<file path="src/rtl/cpu_pkg.sv">
// Shared CPU-side definitions used by the fetch/decode path.
// Holds the request mode encodings for jump_target_unit.
package cpu_pkg;

    typedef enum logic [1:0] {
        JT_JUMP   = 2'd0,
        JT_BRANCH = 2'd1,
        JT_JREG   = 2'd2,
        JT_RET    = 2'd3
    } jt_mode_e;

endpackage

</file>
<file path="src/rtl/ret_addr_stack.sv">
// Circular return-address stack with a top pointer and a count that saturates at RAS_DEPTH.
// A push when full overwrites the oldest entry. A pop together with a push replaces the top in place.
module ret_addr_stack #(
    parameter int ADDR_W    = 32,
    parameter int RAS_DEPTH = 4
) (
    input  logic              clk,
    input  logic              rst,
    input  logic              push,
    input  logic              pop,
    input  logic [ADDR_W-1:0] push_data,
    input  logic              flush,
    output logic [ADDR_W-1:0] top,
    output logic              empty,
    output logic              full
);

    localparam int PTR_W = $clog2(RAS_DEPTH);
    localparam int CNT_W = $clog2(RAS_DEPTH + 1);

    logic [ADDR_W-1:0] mem [RAS_DEPTH];
    logic [PTR_W-1:0]  top_ptr;
    logic [CNT_W-1:0]  count;
    logic              replace_top;
    logic              wr_en;
    logic [PTR_W-1:0]  wr_ptr;

    assign top   = mem[top_ptr];
    assign empty = (count == '0);
    assign full  = (count == CNT_W'(RAS_DEPTH));

    // A pop on an empty stack does nothing, so pop+push then acts as a plain push.
    assign replace_top = push && pop && !empty;

    always_comb begin
        wr_en  = 1'b0;
        wr_ptr = top_ptr + PTR_W'(1);
        if (push && !flush) begin
            wr_en  = 1'b1;
            wr_ptr = replace_top ? top_ptr : top_ptr + PTR_W'(1);
        end
    end

    always_ff @(posedge clk) begin
        if (wr_en) begin
            mem[wr_ptr] <= push_data;
        end
    end

    always_ff @(posedge clk) begin
        if (rst || flush) begin
            top_ptr <= '0;
            count   <= '0;
        end else if (push && !replace_top) begin
            top_ptr <= top_ptr + PTR_W'(1);
            if (!full) begin
                count <= count + CNT_W'(1);
            end
        end else if (pop && !push && !empty) begin
            top_ptr <= top_ptr - PTR_W'(1);
            count   <= count - CNT_W'(1);
        end
    end

endmodule

</file>
<file path="src/rtl/jump_target_unit.sv">
// Next-PC target generator for jumps, branches, register jumps and predicted returns.
// The target is held in a one-entry output register with a valid/ready handshake.
module jump_target_unit
    import cpu_pkg::*;
#(
    parameter int ADDR_W    = 32,
    parameter int IDX_W     = 26,
    parameter int OFF_W     = 16,
    parameter int SHIFT     = 2,
    parameter int RAS_DEPTH = 4
) (
    input  logic              clk,
    input  logic              rst,
    input  logic              in_valid,
    output logic              in_ready,
    input  logic [1:0]        in_mode,
    input  logic              in_link,
    input  logic [ADDR_W-1:0] in_pc4,
    input  logic [IDX_W-1:0]  in_index,
    input  logic [ADDR_W-1:0] in_reg,
    input  logic              ras_flush,
    output logic              out_valid,
    input  logic              out_ready,
    output logic [ADDR_W-1:0] out_target,
    output logic              out_ras_miss
);

    localparam int HI_W = ADDR_W - IDX_W - SHIFT;

    logic              accept;
    logic [ADDR_W-1:0] idx_ext;
    logic [ADDR_W-1:0] jump_tgt;
    logic [ADDR_W-1:0] br_off;
    logic [ADDR_W-1:0] br_tgt;
    logic [ADDR_W-1:0] ras_top;
    logic              ras_empty;
    logic [ADDR_W-1:0] next_target;
    logic              next_miss;

    // Requests arriving while rst is high are never accepted.
    assign in_ready = !rst && (!out_valid || out_ready);
    assign accept   = in_valid && in_ready;

    assign idx_ext = ADDR_W'(in_index) << SHIFT;

    generate
        if (HI_W > 0) begin : g_jump_hi
            assign jump_tgt = {in_pc4[ADDR_W-1 -: HI_W], idx_ext[ADDR_W-HI_W-1:0]};
        end else begin : g_jump_full
            assign jump_tgt = idx_ext;
        end
    endgenerate

    assign br_off = ADDR_W'($signed(in_index[OFF_W-1:0])) << SHIFT;
    assign br_tgt = in_pc4 + br_off;

    always_comb begin
        next_target = '0;
        next_miss   = 1'b0;
        case (jt_mode_e'(in_mode))
            JT_JUMP:   next_target = jump_tgt;
            JT_BRANCH: next_target = br_tgt;
            JT_JREG:   next_target = in_reg;
            JT_RET: begin
                next_target = ras_empty ? in_reg : ras_top;
                next_miss   = ras_empty;
            end
            default:   next_target = '0;
        endcase
    end

    ret_addr_stack #(
        .ADDR_W    (ADDR_W),
        .RAS_DEPTH (RAS_DEPTH)
    ) u_ras (
        .clk       (clk),
        .rst       (rst),
        .push      (accept && in_link),
        .pop       (accept && (in_mode == JT_RET)),
        .push_data (in_pc4),
        .flush     (ras_flush),
        .top       (ras_top),
        .empty     (ras_empty),
        .full      ()
    );

    always_ff @(posedge clk) begin
        if (rst) begin
            out_valid    <= 1'b0;
            out_target   <= '0;
            out_ras_miss <= 1'b0;
        end else if (accept) begin
            out_valid    <= 1'b1;
            out_target   <= next_target;
            out_ras_miss <= next_miss;
        end else if (out_ready) begin
            out_valid    <= 1'b0;
        end
    end

endmodule

</file>
<file path="config.mk">
export PLATFORM = sky130hd
export DESIGN_NAME = jump_target_unit
export DESIGN_NICKNAME = d
export VERILOG_FILES = /design/src/rtl/cpu_pkg.sv /design/src/rtl/ret_addr_stack.sv /design/src/rtl/jump_target_unit.sv
export SDC_FILE = /design/constraint.sdc
export NUM_CORES = 1
export LEC_CHECK = 0
export CELL_PAD_IN_SITES_DETAIL_PLACEMENT = 0
export CELL_PAD_IN_SITES_GLOBAL_PLACEMENT = 1
export CORE_MARGIN = 3
export CORE_UTILIZATION = 49
export CTS_BUF_LIST = sky130_fd_sc_hd__clkbuf_4
export CTS_CLUSTER_SIZE = 40
export DETAILED_ROUTE_END_ITERATION = 10
export PLACE_DENSITY = 0.87
export SLEW_MARGIN = 20
export SYNTH_ARGS = -nofsm -noshare
export SYNTH_HDL_FRONTEND = slang
export SYNTH_SLANG_ARGS = --single-unit
</file>
<file path="constraint.sdc">
create_clock -name clk -period 13.13 [get_ports clk]
set_input_delay 3.939 -clock clk [delete_from_list [all_inputs] [get_ports clk]]
set_output_delay 3.939 -clock clk [all_outputs]
set_load 0.05 [all_outputs]
</file>
==> results.json, run 1 <==
{
  "outcome": "finished clean",
  "drv_cap": 0,
  "row_count": 48,
  "cts_tree": "yes",
  "hold_viol": 0,
  "vias": 7000,
  "seq_area_um2": 4670,
  "grt_use_met2": 0.415,
  "clock.fmax_mhz": 105,
  "coreArea_um2": 17500,
  "r2r-start": "u_ras.count[0]$_SDFFE_PP0P_",
  "grt_pass1_vias": 6951,
  "clockRootBuffer": "clkbuf_4",
  "synth_edf_count": 128,
  "ff2ff_setup_slack_ns": 9.87,
  "track_usage": 0.262,
  "start_kind": "input pin",
  "grt-busiest-layer": "met2",
  "post_synth_instance_area_um2": 8900,
  "maxSlewHeadroom": 0.325,
  "startpoint": "rst",
  "clk_pin_slew_ns": 0.16,
  "drtIter0Drc": 552,
  "multiInputGateArea_um2": 4020,
  "synth-simple-area-share": 0.104,
  "portBuffers": 132,
  "fillers": 1419,
  "grt_pass1_wl_um": 39800,
  "clock_path_buffers": 2,
  "crit_path_cell_trace": "clkdlybuf4s50_1 > buf_4 > nor2_1 > clkdlybuf4s50_1",
  "grt_use_met1": 0.379,
  "cts_hold_buf": 0,
  "yosys-top-cells-area": "edfxtp_1 43%, dfxtp_1 9.2%, mux4_2 8.6%",
  "seq_area_frac_synth": 0.524,
  "critPathKind": "in2out",
  "path_max_fanout": 32,
  "synth_top_area_share": 0.432,
  "p_per_area_nw_per_um2": 107,
  "dr.pass1.iters": 5,
  "grt_use_met3": 0.0529,
  "ys_warn_count": 0,
  "dp_hpwl_um": 17400,
  "slew_violations": 0,
  "stdcell_area_um2": 10700,
  "endpoint_kind": "primary output",
  "cts_made_buffers": 17,
  "insertion_delay_ns": 0.59,
  "die-height_um": 141,
  "fin_setup_tns_ns": 0,
  "dieArea_um2": 19800,
  "wl_per_cell_um": 23.7,
  "drt-vias-per-instance": 6.36,
  "wl_um": 26000,
  "syn_avg_cell_area_um2": 11.9,
  "setup_viol": 0,
  "grt_antenna_before_repair": 0,
  "synth-xor-area-share": 0.0246,
  "cp_common_cell": "clkdlybuf4s50_1",
  "drive_gt1_frac": 0.114,
  "critPathMaxStageDelay_ns": 0.71,
  "hold_path.class": "reg2reg",
  "rsz0062_at_grt": "false",
  "required_ns": 9.19,
  "ys_seq_elements": 169,
  "finish.net_count": 991,
  "min_from": "out_target[8]$_SDFFE_PP0N_",
  "die_w_um": 141,
  "yosys.area.top_type": "edfxtp_1",
  "cts_setup_buffers": 0,
  "synth_top_family_by_area": "compound AO/OA/AOI/OAI gates",
  "fin_skew_ns": 0.0269,
  "clock-sinks": 169,
  "grt.overflow.total": 0,
  "synthArstFlopShare": 0,
  "period_share": 0.723,
  "crit_slowest_cell": "clkdlybuf4s50_1",
  "h-tree-depth": 4,
  "gp_congestion": 0.904,
  "fin_crit_ns": 9.49,
  "worstPathArrival_ns": 5.55,
  "synth-compound-area-share": 0.166,
  "grt_start_max_net_pins": 67,
  "synth_fa_ha_area_frac": 0.0453,
  "p_leak_nw": 3.61,
  "post_cts_resized": 0,
  "synth_ff_type": "edfxtp_1",
  "drc": 0,
  "syn-num-nets": 876,
  "synth_cell_types": 68,
  "placed_cell_area_um2": 10400,
  "start_util": 0.507,
  "synthCells": 747,
  "ios": 133,
  "tightest_slew_ns": 1.01,
  "vdd_drop_max_v": 0.000111,
  "area_growth_syn_to_layout_pct": 20.3,
  "antenna_left": 0,
  "antennaDiodeCount": 0,
  "muxShareOfSynthArea": 0.108
}
==> Yosys cell counts, types with 3 or more instances <==
master	count
nand2_1	53
mux2i_1	18
clkbuf_1	32
buf_1	5
buf_2	9
o2111ai_1	4
o21ai_1	3
xnor2_1	14
nor2_1	44
a22o_1	10
dfxtp_1	41
nor4_1	4
o221ai_1	8
a21o_1	11
a211oi_1	9
o22ai_1	3
o21ai_0	58
o21bai_1	4
a21oi_1	52
and3_1	5
xor2_1	11
o21a_1	3
nor2b_1	8
a221oi_1	5
or3_1	6
nand3_1	19
ha_1	29
or4_1	3
a31oi_1	5
inv_1	11
a22oi_1	5
nand4_1	11
mux4_2	34
o211ai_1	11
edfxtp_1	128
nor3_1	23
and2_1	5
==> layout make-up <==
type | count | area share
Inverter | 11 | 0.00386
Clock buffer | 17 | 0.0119
Timing Repair Buffer | 145 | 0.132
Multi-Input combinational cell | 518 | 0.375
Clock inverter | 15 | 0.0145
Tap cell | 225 | 0.0263
Sequential cell | 169 | 0.436
==> layer usage <==
layer	up-vias	wire, um
li1	3154	-
met3	33	1990
met4	0	344
met2	347	12300
met5	-	0
met1	3466	11400
==> worst max-delay path, delay by kind of cell <==
family,cells,cell delay (ns)
buffers and inverters,3,1.52
and+or+nand+nor,1,0.09
==> flip-flops by register name, indices dropped and copies added (netlist names), named ones only <==
signal / flops
u_ras.mem: 128
out_target: 32
u_ras.count: 3
u_ras.top_ptr: 2
out_ras_miss: 1
out_valid: 1
==> report_power, final <==
group          total [W]  switching, W  internal [W]
combinational   0.000246      0.000148     0.0000983
sequential      0.000593    0.00000754      0.000585
clock           0.000304      0.000217     0.0000869
==> stage by stage <==
step | total power (W) | utilization | cells | hold slack [ns] | worst slack, ns
after global placement | 0.000843 | 0.594 | 1068 | 0.436 | 3.65
after global routing | 0.00119 | 0.610 | 1100 | 0.484 | 3.56
final | 0.00114 | 0.610 | 1100 | 0.469 | 3.64
after detailed placement | 0.000847 | 0.594 | 1068 | 0.446 | 3.65
after CTS | 0.00115 | 0.610 | 1100 | 0.466 | 3.64
after floorplan | 0.000750 | - | 747 | 0.553 | 4.19
==> cells in the final DEF (no fill, tap or decap), drive strengths merged, types with 17 or more instances in the layout <==
master	n
mux4	34
clkdlybuf4s50	131
o21ai	61
nor2	44
ha	29
a21oi	53
clkbuf	17
nand3	19
edfxtp	128
nor3	23
inv	19
mux2i	18
nand2	53
dfxtp	41
==> worst paths after layout <==
check,endpoint,depth (start not counted)
max,in_ready,4
min,out_target[8]$_SDFFE_PP0N_,2
max reg2reg,u_ras.mem[3][3]$_DFFE_PP_,5
min reg2reg,out_target[8]$_SDFFE_PP0N_,2
==> kinds of logic after synthesis <==
group / after synthesis
muxes: 53
AOI/OAI and AO/OA: 217
xor gates and xnor gates: 25
adders and majority gates: 31
buffers and inverters: 60
DFF: 169
and+or+nand+nor: 192
Power figures use the tool's default switching activity.
==> run 2, diff against run 1 <==
--- a/config.mk
+++ b/config.mk
@@ -8,11 +8,11 @@
 export CELL_PAD_IN_SITES_DETAIL_PLACEMENT = 0
 export CELL_PAD_IN_SITES_GLOBAL_PLACEMENT = 1
 export CORE_MARGIN = 3
-export CORE_UTILIZATION = 49
+export CORE_UTILIZATION = 41
 export CTS_BUF_LIST = sky130_fd_sc_hd__clkbuf_4
 export CTS_CLUSTER_SIZE = 40
 export DETAILED_ROUTE_END_ITERATION = 10
-export PLACE_DENSITY = 0.87
+export PLACE_DENSITY = 0.77
 export SLEW_MARGIN = 20
 export SYNTH_ARGS = -nofsm -noshare
 export SYNTH_HDL_FRONTEND = slang
==> constraint.sdc (replaced) <==
create_clock -name clk -period 8.3 [get_ports clk]
set_input_delay 2.49 -clock clk [delete_from_list [all_inputs] [get_ports clk]]
set_output_delay 2.49 -clock clk [all_outputs]
set_load 0.05 [all_outputs]
==> run 2 against run 1 <==
Critical path depth stayed put. Sequential share of layout area is 0.58 points lower. Global-route usage is 4.5 points lower. Combinational power is 56% higher. Wire length is 1.5% lower. Core utilization is 9.8 points lower. First-iteration DRC count is 4.3% higher. Sequential cell count stayed put.
==> results.json, run 2 (synthesis results as in run 1) <==
{
  "outcome": "finished clean",
  "coreArea_um2": 21200,
  "pwr-share-comb": 0.207,
  "path_max_fanout": 32,
  "drt-vias-per-instance": 5.87,
  "clkPwrFrac": 0.287,
  "final_common_cell": "clkdlybuf4s50_1",
  "h-tree-depth": 4,
  "dp_hpwl_um": 17500,
  "wl_per_cell_um": 22.3,
  "fin_skew_ns": 0.0193,
  "worstHoldEndpoint": "out_target[7]$_SDFFE_PP0N_",
  "endpoint_kind": "primary output",
  "grt_start_max_net_pins": 66,
  "clk_pin_slew_ns": 0.15,
  "insertion_delay_ns": 0.56,
  "top_regs": "u_ras.mem x128, out_target x32, u_ras.count x3",
  "drive_gt1_frac": 0.115,
  "period_share": 0.796,
  "clock.fmax_mhz": 151,
  "track_usage": 0.217,
  "maxSlewHeadroom": 0.429,
  "die_w_um": 153,
  "critPathKind": "in2out",
  "area_growth_syn_to_layout_pct": 21.9,
  "fin_crit_ns": 6.61,
  "clock-sinks": 169,
  "setup_viol": 0,
  "largest_reg_flops": 128,
  "wl_um": 25600,
  "vias": 6766,
  "seqPwrFrac": 0.506,
  "rr_worst_depth": 6,
  "r2r-start": "out_valid$_SDFFE_PP0P_",
  "timing.rr.end": "u_ras.mem[1][24]$_DFFE_PP_",
  "dr.pass1.iters": 5,
  "finish.net_count": 992,
  "ios": 133,
  "start_kind": "input pin",
  "final_cell_mix": "130 x clkdlybuf4s50_1, 128 x edfxtp_1, 58 x o21ai_0, 53 x nand2_1, 52 x a21oi_1",
  "switching_share": 0.301,
  "gp_congestion": 0.872,
  "hold_path.class": "reg2reg",
  "fin_setup_tns_ns": 0,
  "fin_cells": 1152,
  "placedCellCount": 1119,
  "cts_setup_buffers": 0,
  "die-height_um": 153,
  "post_cts_resized": 0,
  "slew_violations": 0,
  "grt.overflow.total": 0,
  "grt_antenna_before_repair": 1,
  "clockRootBuffer": "clkbuf_4",
  "top_register": "u_ras.mem",
  "ff2ff_setup_slack_ns": 5.55,
  "whs_path_depth": 2,
  "p_int_w": 0.00130,
  "cts_tree": "yes",
  "cts_made_buffers": 17,
  "vdd_drop_max_v": 0.000127,
  "antenna_left": 0,
  "worstPathArrival_ns": 4.12,
  "tightest_slew_ns": 0.856,
  "required_ns": 5.81,
  "p_per_area_nw_per_um2": 171,
  "min_from": "out_target[7]$_SDFFE_PP0N_",
  "row_count": 53,
  "fillers": 1898,
  "start_util": 0.421,
  "clock_path_buffers": 2,
  "portBuffers": 132,
  "rsz0062_at_grt": "false",
  "grt_pass1_wl_um": 39200,
  "drc": 0,
  "hold_viol": 0,
  "p_leak_nw": 3.64,
  "cts_hold_buf": 0,
  "drv_cap": 0,
  "drtIter0Drc": 576,
  "p_switching_w": 0.000558,
  "grt_pass1_vias": 6612,
  "dieArea_um2": 23500
}
==> run 2: power by group through the flow <==
stage                     sequential, W  clock, W  combinational [W]
after floorplan                 0.00100         0           0.000185
after global placement         0.000957         0           0.000380
after detailed placement       0.000956         0           0.000380
after CTS                      0.000938  0.000545           0.000382
after global routing           0.000940  0.000573           0.000415
final                          0.000938  0.000532           0.000384
==> run 2: worst max path at each step <==
stage | startpoint | endpoint | cells after the start
after floorplan | out_ready | u_ras.mem[3][0]$_DFFE_PP_ | 5
after global placement | rst | in_ready | 4
after detailed placement | rst | in_ready | 4
after CTS | rst | in_ready | 4
after global routing | rst | in_ready | 4
final | rst | in_ready | 4
==> run 2: stage by stage <==
step                       util  hold slack, ns  cell area (um^2)  power, W  setup WS, ns
after global routing      0.513           0.491             10800   0.00193          1.60
after floorplan               -           0.553              8900   0.00119          1.32
final                     0.513           0.465             10800   0.00185          1.69
after detailed placement  0.498           0.448             10500   0.00134          1.69
after CTS                 0.513           0.468             10800   0.00186          1.69
after global placement    0.495           0.441             10500   0.00134          1.68
==> run 2: metal layers <==
layer	track usage	vias up	share of wire
li1	-	3165	-
met1	0.312	3316	0.46
met2	0.337	254	0.46
met3	0.0450	31	0.064
met4	0.0573	0	0.016
met5	0	-	0
==> run 2: layout make-up <==
| type | instances | area (um^2) | share of cell area |
|---|---|---|---|
| Multi-Input combinational cell | 518 | 4030 | 0.371 |
| Tap cell | 275 | 344 | 0.0317 |
| Clock buffer | 17 | 128 | 0.0118 |
| Inverter | 11 | 41.3 | 0.00381 |
| Sequential cell | 169 | 4670 | 0.430 |
| Antenna cell | 1 | 2.50 | 0.000231 |
| Clock inverter | 15 | 189 | 0.0174 |
| Timing Repair Buffer | 146 | 1450 | 0.134 |
==> run 2: worst max-delay path: stages <==
cell             delay (ns)
clkdlybuf4s50_1        0.46
buf_4                  0.35
nor2_1                 0.09
clkdlybuf4s50_1        0.71
